### config.mk
export PLATFORM = sky130hd
export DESIGN_NAME = scroll_parallax
export DESIGN_NICKNAME = d
export VERILOG_FILES = /design/src/rtl/scroll_parallax.sv
export SDC_FILE = /design/constraint.sdc
export NUM_CORES = 1
export LEC_CHECK = 0
export ABC_AREA = 1
export CAP_MARGIN = 20
export CORE_MARGIN = 4
export CORE_UTILIZATION = 29
export CTS_CLUSTER_DIAMETER = 120
export DETAILED_ROUTE_END_ITERATION = 8
export HOLD_SLACK_MARGIN = 0.05
export PLACE_DENSITY = 0.47
export SLEW_MARGIN = 40
export SYNTH_ARGS = -nofsm -noshare
export SYNTH_HDL_FRONTEND = slang
export SYNTH_SLANG_ARGS = --single-unit
### constraint.sdc
create_clock -name clk -period 2.4 [get_ports clk]
set_input_delay 0.48 -clock clk [delete_from_list [all_inputs] [get_ports clk]]
set_output_delay 0.48 -clock clk [all_outputs]
set_load 0.005 [all_outputs]
### src/rtl/scroll_parallax.sv
// Multi-layer parallax scroll generator. A shared speed ramp steps every layer,
// and layer k advances once every 2^k steps.
module scroll_parallax #(
  parameter int unsigned POS_W        = 11,
  parameter int unsigned LAYERS       = 3,
  parameter int unsigned PERIOD_W     = 20,
  parameter int unsigned START_PERIOD = 500000,
  parameter int unsigned MIN_PERIOD   = 100000,
  parameter int unsigned PERIOD_DEC   = 4,
  parameter int unsigned STEP         = 2,
  parameter int unsigned WRAP         = 1280
) (
  input  logic                     clk,
  input  logic                     reset_n,
  input  logic                     halt,
  input  logic                     clear,
  output logic [LAYERS*POS_W-1:0]  pos,
  output logic                     tick,
  output logic [PERIOD_W-1:0]      period,
  output logic                     max_speed
);

  localparam int unsigned SC_W = (LAYERS > 1) ? LAYERS - 1 : 1;

  localparam logic [PERIOD_W-1:0] START_P    = PERIOD_W'(START_PERIOD);
  localparam logic [PERIOD_W-1:0] MIN_P      = PERIOD_W'(MIN_PERIOD);
  localparam logic [PERIOD_W-1:0] DEC_P      = PERIOD_W'(PERIOD_DEC);
  localparam logic [PERIOD_W:0]   DEC_THRESH = (PERIOD_W+1)'(MIN_PERIOD) + (PERIOD_W+1)'(PERIOD_DEC);
  localparam logic [POS_W:0]      STEP_X     = (POS_W+1)'(STEP);
  localparam logic [POS_W:0]      WRAP_X     = (POS_W+1)'(WRAP);
  localparam logic                MAX_RST    = (START_PERIOD == MIN_PERIOD);

  logic [LAYERS-1:0][POS_W-1:0] r_pos;
  logic [PERIOD_W-1:0]          r_cnt;
  logic [PERIOD_W-1:0]          r_period;
  logic [SC_W-1:0]              r_sc;
  logic                         r_tick;
  logic                         r_max;

  logic [LAYERS-1:0][POS_W-1:0] w_pos_nxt;
  logic [POS_W:0]               w_sum;
  logic [PERIOD_W-1:0]          w_period_nxt;

  // Candidate positions for a step: layer k moves when the low k bits of sc are zero.
  always_comb begin
    w_pos_nxt = r_pos;
    w_sum     = '0;
    for (int k = 0; k < LAYERS; k++) begin
      if ((r_sc & SC_W'((32'd1 << k) - 32'd1)) == '0) begin
        w_sum        = {1'b0, r_pos[k]} + STEP_X;
        w_pos_nxt[k] = (w_sum >= WRAP_X) ? POS_W'(w_sum - WRAP_X) : POS_W'(w_sum);
      end
    end
  end

  // Speed ramp: shrink by PERIOD_DEC, saturating at MIN_PERIOD without underflow.
  always_comb begin
    w_period_nxt = MIN_P;
    if ({1'b0, r_period} >= DEC_THRESH) begin
      w_period_nxt = r_period - DEC_P;
    end
  end

  always_ff @(posedge clk or negedge reset_n) begin
    if (!reset_n) begin
      r_pos    <= '0;
      r_cnt    <= '0;
      r_period <= START_P;
      r_sc     <= '0;
      r_tick   <= 1'b0;
      r_max    <= MAX_RST;
    end else if (clear) begin
      r_pos    <= '0;
      r_cnt    <= '0;
      r_period <= START_P;
      r_sc     <= '0;
      r_tick   <= 1'b0;
      r_max    <= MAX_RST;
    end else if (halt) begin
      r_tick <= 1'b0;
    end else if (r_cnt == r_period) begin
      r_pos    <= w_pos_nxt;
      r_cnt    <= '0;
      r_period <= w_period_nxt;
      r_sc     <= r_sc + SC_W'(1);
      r_tick   <= 1'b1;
      r_max    <= (w_period_nxt == MIN_P);
    end else begin
      r_cnt  <= r_cnt + PERIOD_W'(1);
      r_tick <= 1'b0;
    end
  end

  assign pos       = r_pos;
  assign tick      = r_tick;
  assign period    = r_period;
  assign max_speed = r_max;

endmodule

==> impl_metrics.tcl, run 1 <==
set metrics [dict create \
    ys_types 40 \
    p_int_mw 2.23 \
    grt_pass1_wl_um 24300 \
    synth_edf_count 0 \
    timing.fmax_mhz 435 \
    ys_top_cells_by_count "nand2_1, inv_1, nor2_1" \
    clkPwrFrac_pct 51.6 \
    ir_worst_vdd_mv 0.357 \
    worstPathRequired_ps 2630 \
    cts_made_buffers 9 \
    cts-root-buf "clkbuf_16" \
    ios 59 \
    async_flop_share_pct 100 \
    combPwrFrac_pct 4.8 \
    totalWireLength_um 14600 \
    fin_nets 802 \
    setup_viol 0 \
    sequentialPowerShare_pct 43.6 \
    clkSinkCount 74 \
    wl_per_cell_um 14.4 \
    timing.final.crit_share_pct 95.9 \
    dr_wl_met2_um 6710 \
    overflow 0 \
    p_leak_nw 2.92 \
    syn-cell-area_mm2 0.00493 \
    grt_pass1_vias 4699 \
    rrSetupSlack_ps 100 \
    dieArea_mm2 0.0192 \
    die_w_um 138 \
    synth-seq-area-share_pct 37.7 \
    num_rows 47 \
    via_count 4786 \
    min_path_type "in2async" \
    p_sw_share_pct 23.0 \
    initial_core_util_pct 29.6 \
    synth_largest_area_cell "dfrtp_1" \
    synth_area_leaders "dfrtp_1, nand2_1, inv_1" \
    synth.avg_cell_area_um2 7.03 \
    setup_tns_ps 0 \
    fp.coreArea_mm2 0.0166 \
    status "completed" \
    dp_hpwl_um 10900 \
    fin_skew_ps 9.56 \
    die_y_um 138 \
    critical_path_class "reg2reg" \
    routabilityCongestion 0.857 \
    io_buffers 55 \
    p_total_mw 2.89 \
    synthCells 701 \
    slew_headroom_pct 65.4 \
    ys_warn_count 0 \
    ys.flop_type "dfrtp_1" \
    syn2layout_area_growth_pct 29.0 \
    antenna_found_initial 0 \
    top_layer_used "met4" \
    report.final.hold_viol_count 0 \
    clock_path_buffers 2 \
    synth_most_common_cell "nand2_1" \
    clk_pin_slew_ps 60 \
    power_density_mw_per_mm2 455 \
    htreeDepth 3 \
    p_sw_uw 665 \
    synth_top_area_share_pct 34.0 \
    slew_viol_final 0 \
    critPathCaptureType "register" \
    pre_cts_ws_ps -3.67 \
    track_usage_pct 15.6 \
    clk_latency_ps 340 \
    drtIter0Drc 235 \
    rsz0062_at_grt "yes" \
    drc_errors 0 \
    crit_arrival_ps 2530 \
    cts_tree "done" \
    drt-pass1-iter-count 5 \
    cp_max_fo 3 \
    postCtsHoldBufs 0 \
    startpoint_type "register" \
    ant_nets 0 \
    m1WireLength_um 6980 \
    drv_cap 0 \
    wl_met3_um 648 \
    antenna-diode-count 0 \
    avgViaCountPerCell 4.74 \
    post-route-util_pct 38.2 \
    drive_gt1_share_pct 14.2 \
    grt_start_max_net_pins 41 \
    setup_ws_ps 98.5 \
    worst_pin_slew_ps 519 \
    period_needed_ps 2300 \
    ys_seq_elements 74 \
]
==> final cells by class <==
type | instances | area [µm²]
fill | 1741 | 10300
multi-input combinational | 509 | 2710
inverter | 107 | 402
sequential | 74 | 1860
clock inverter | 5 | 78.8
timing repair buffer | 84 | 791
clock buffer | 10 | 239
tap | 220 | 275
==> state kept, by name, summed over array words and instances, names as in the netlist <==
name       flops
max_speed      1
r_sc           2
pos           30
period        20
r_cnt         20
tick           1
==> cell usage in the layout (no fill, tap or decap), types with 2 or more instances in the layout <==
master and n:
nand2_1 198, inv_1 93, nor2_1 66, dfrtp_1 64, clkdlybuf4s50_1 54, nand3_1 51, xor2_1 31, buf_4 28
o21ai_0 25, o21ai_1 16, nor3_1 13, a21oi_1 13, inv_2 12, nand4_1 11, o22ai_1 10, clkbuf_16 9
nor2_2 8, ha_1 8, xnor2_1 7, dfstp_2 7, nand2_2 6, nor2_4 6, a21oi_2 5, nand3_2 4
nor3_2 3, ha_2 3, conb_1 3, dfrtp_2 3, and2_1 2, nand3b_1 2, clkinv_1 2, a31oi_1 2
nand2_4 2, ha_4 2, bufinv_16 2, clkinv_2 2, buf_12 2
==> final timing paths <==
check	start	to	cells after the start
min	reset_n	period[19]	1
max reg2reg	pos[12]	pos[19]	16
min reg2reg	max_speed	max_speed	2
max in group asynchronous	reset_n	period[8]	2
min in group clk	max_speed	max_speed	2
max	pos[12]	pos[19]	16
==> critical path, stage by stage (launching register included) <==
cell	delay [ps]
dfrtp_1	390
ha_4	170
nand3_4	90
nor2_4	110
inv_2	60
nor3_4	130
xor2_1	220
ha_2	210
nand3_2	70
nor2_1	110
nand3_1	90
nor2_1	130
nand3b_1	140
nand2_1	120
nand2_1	60
nand3_1	60
nand2_1	50
==> cell families (layout without fill, tap and decap cells) <==
group           after synthesis  count (layout)  share of synthesized area (%)
compound gates               78              78                           9.13
xor+xnor                     39              39                           6.93
fa+ha+maj                    13              13                           3.30
buf+inv                     120             206                           10.0
flops                        74              74                           37.7
other cells                   1               3                         0.0760
simple gates                376             376                           32.8
==> power by group through the flow <==
stage / sequential, mW / clock [mW] / combinational (mW)
6_report: 1.26 / 1.49 / 0.139
5_1_grt: 1.26 / 1.58 / 0.158
4_1_cts: 1.26 / 1.53 / 0.141
3_5_place_dp: 1.28 / 0 / 0.141
3_3_place_gp: 1.28 / 0 / 0.141
2_1_floorplan: 1.29 / 0 / 0.0657
==> timing repair <==
item / CTS / global route
setup buffers: 0 / 4
pin swaps: 0 / 13
cloned: 0 / 0
resized for setup: 1 / 35
setup endpoints to repair: 2 / 7
==> stage by stage <==
| step | hold slack, ps | instance area [µm²] | cells |
|---|---|---|---|
| floorplan | 184 | 4940 | 703 |
| global placement | 491 | 5880 | 990 |
| detailed placement | 501 | 5880 | 990 |
| CTS | 122 | 6200 | 1005 |
| global route | 149 | 6360 | 1009 |
| finish | 114 | 6360 | 1009 |
==> metal layers <==
layer	vias up	GRT usage [%]
met4	0	5.36
met3	16	2.87
met5	-	0
met1	2277	21.5
li1	2382	-
met2	111	24.7
No activity file was read; power rests on OpenSTA's default activity.
==> run 2: changes to the inputs <==
--- a/config.mk
+++ b/config.mk
@@ -6,6 +6,7 @@
 export NUM_CORES = 1
 export LEC_CHECK = 0
 export ABC_AREA = 1
+export ABC_CLOCK_PERIOD_IN_PS = 2400
 export CAP_MARGIN = 20
 export CORE_MARGIN = 4
 export CORE_UTILIZATION = 29
==> results of run 2 <==
No change in the layout: final DEF, timing and power equal those of run 1.
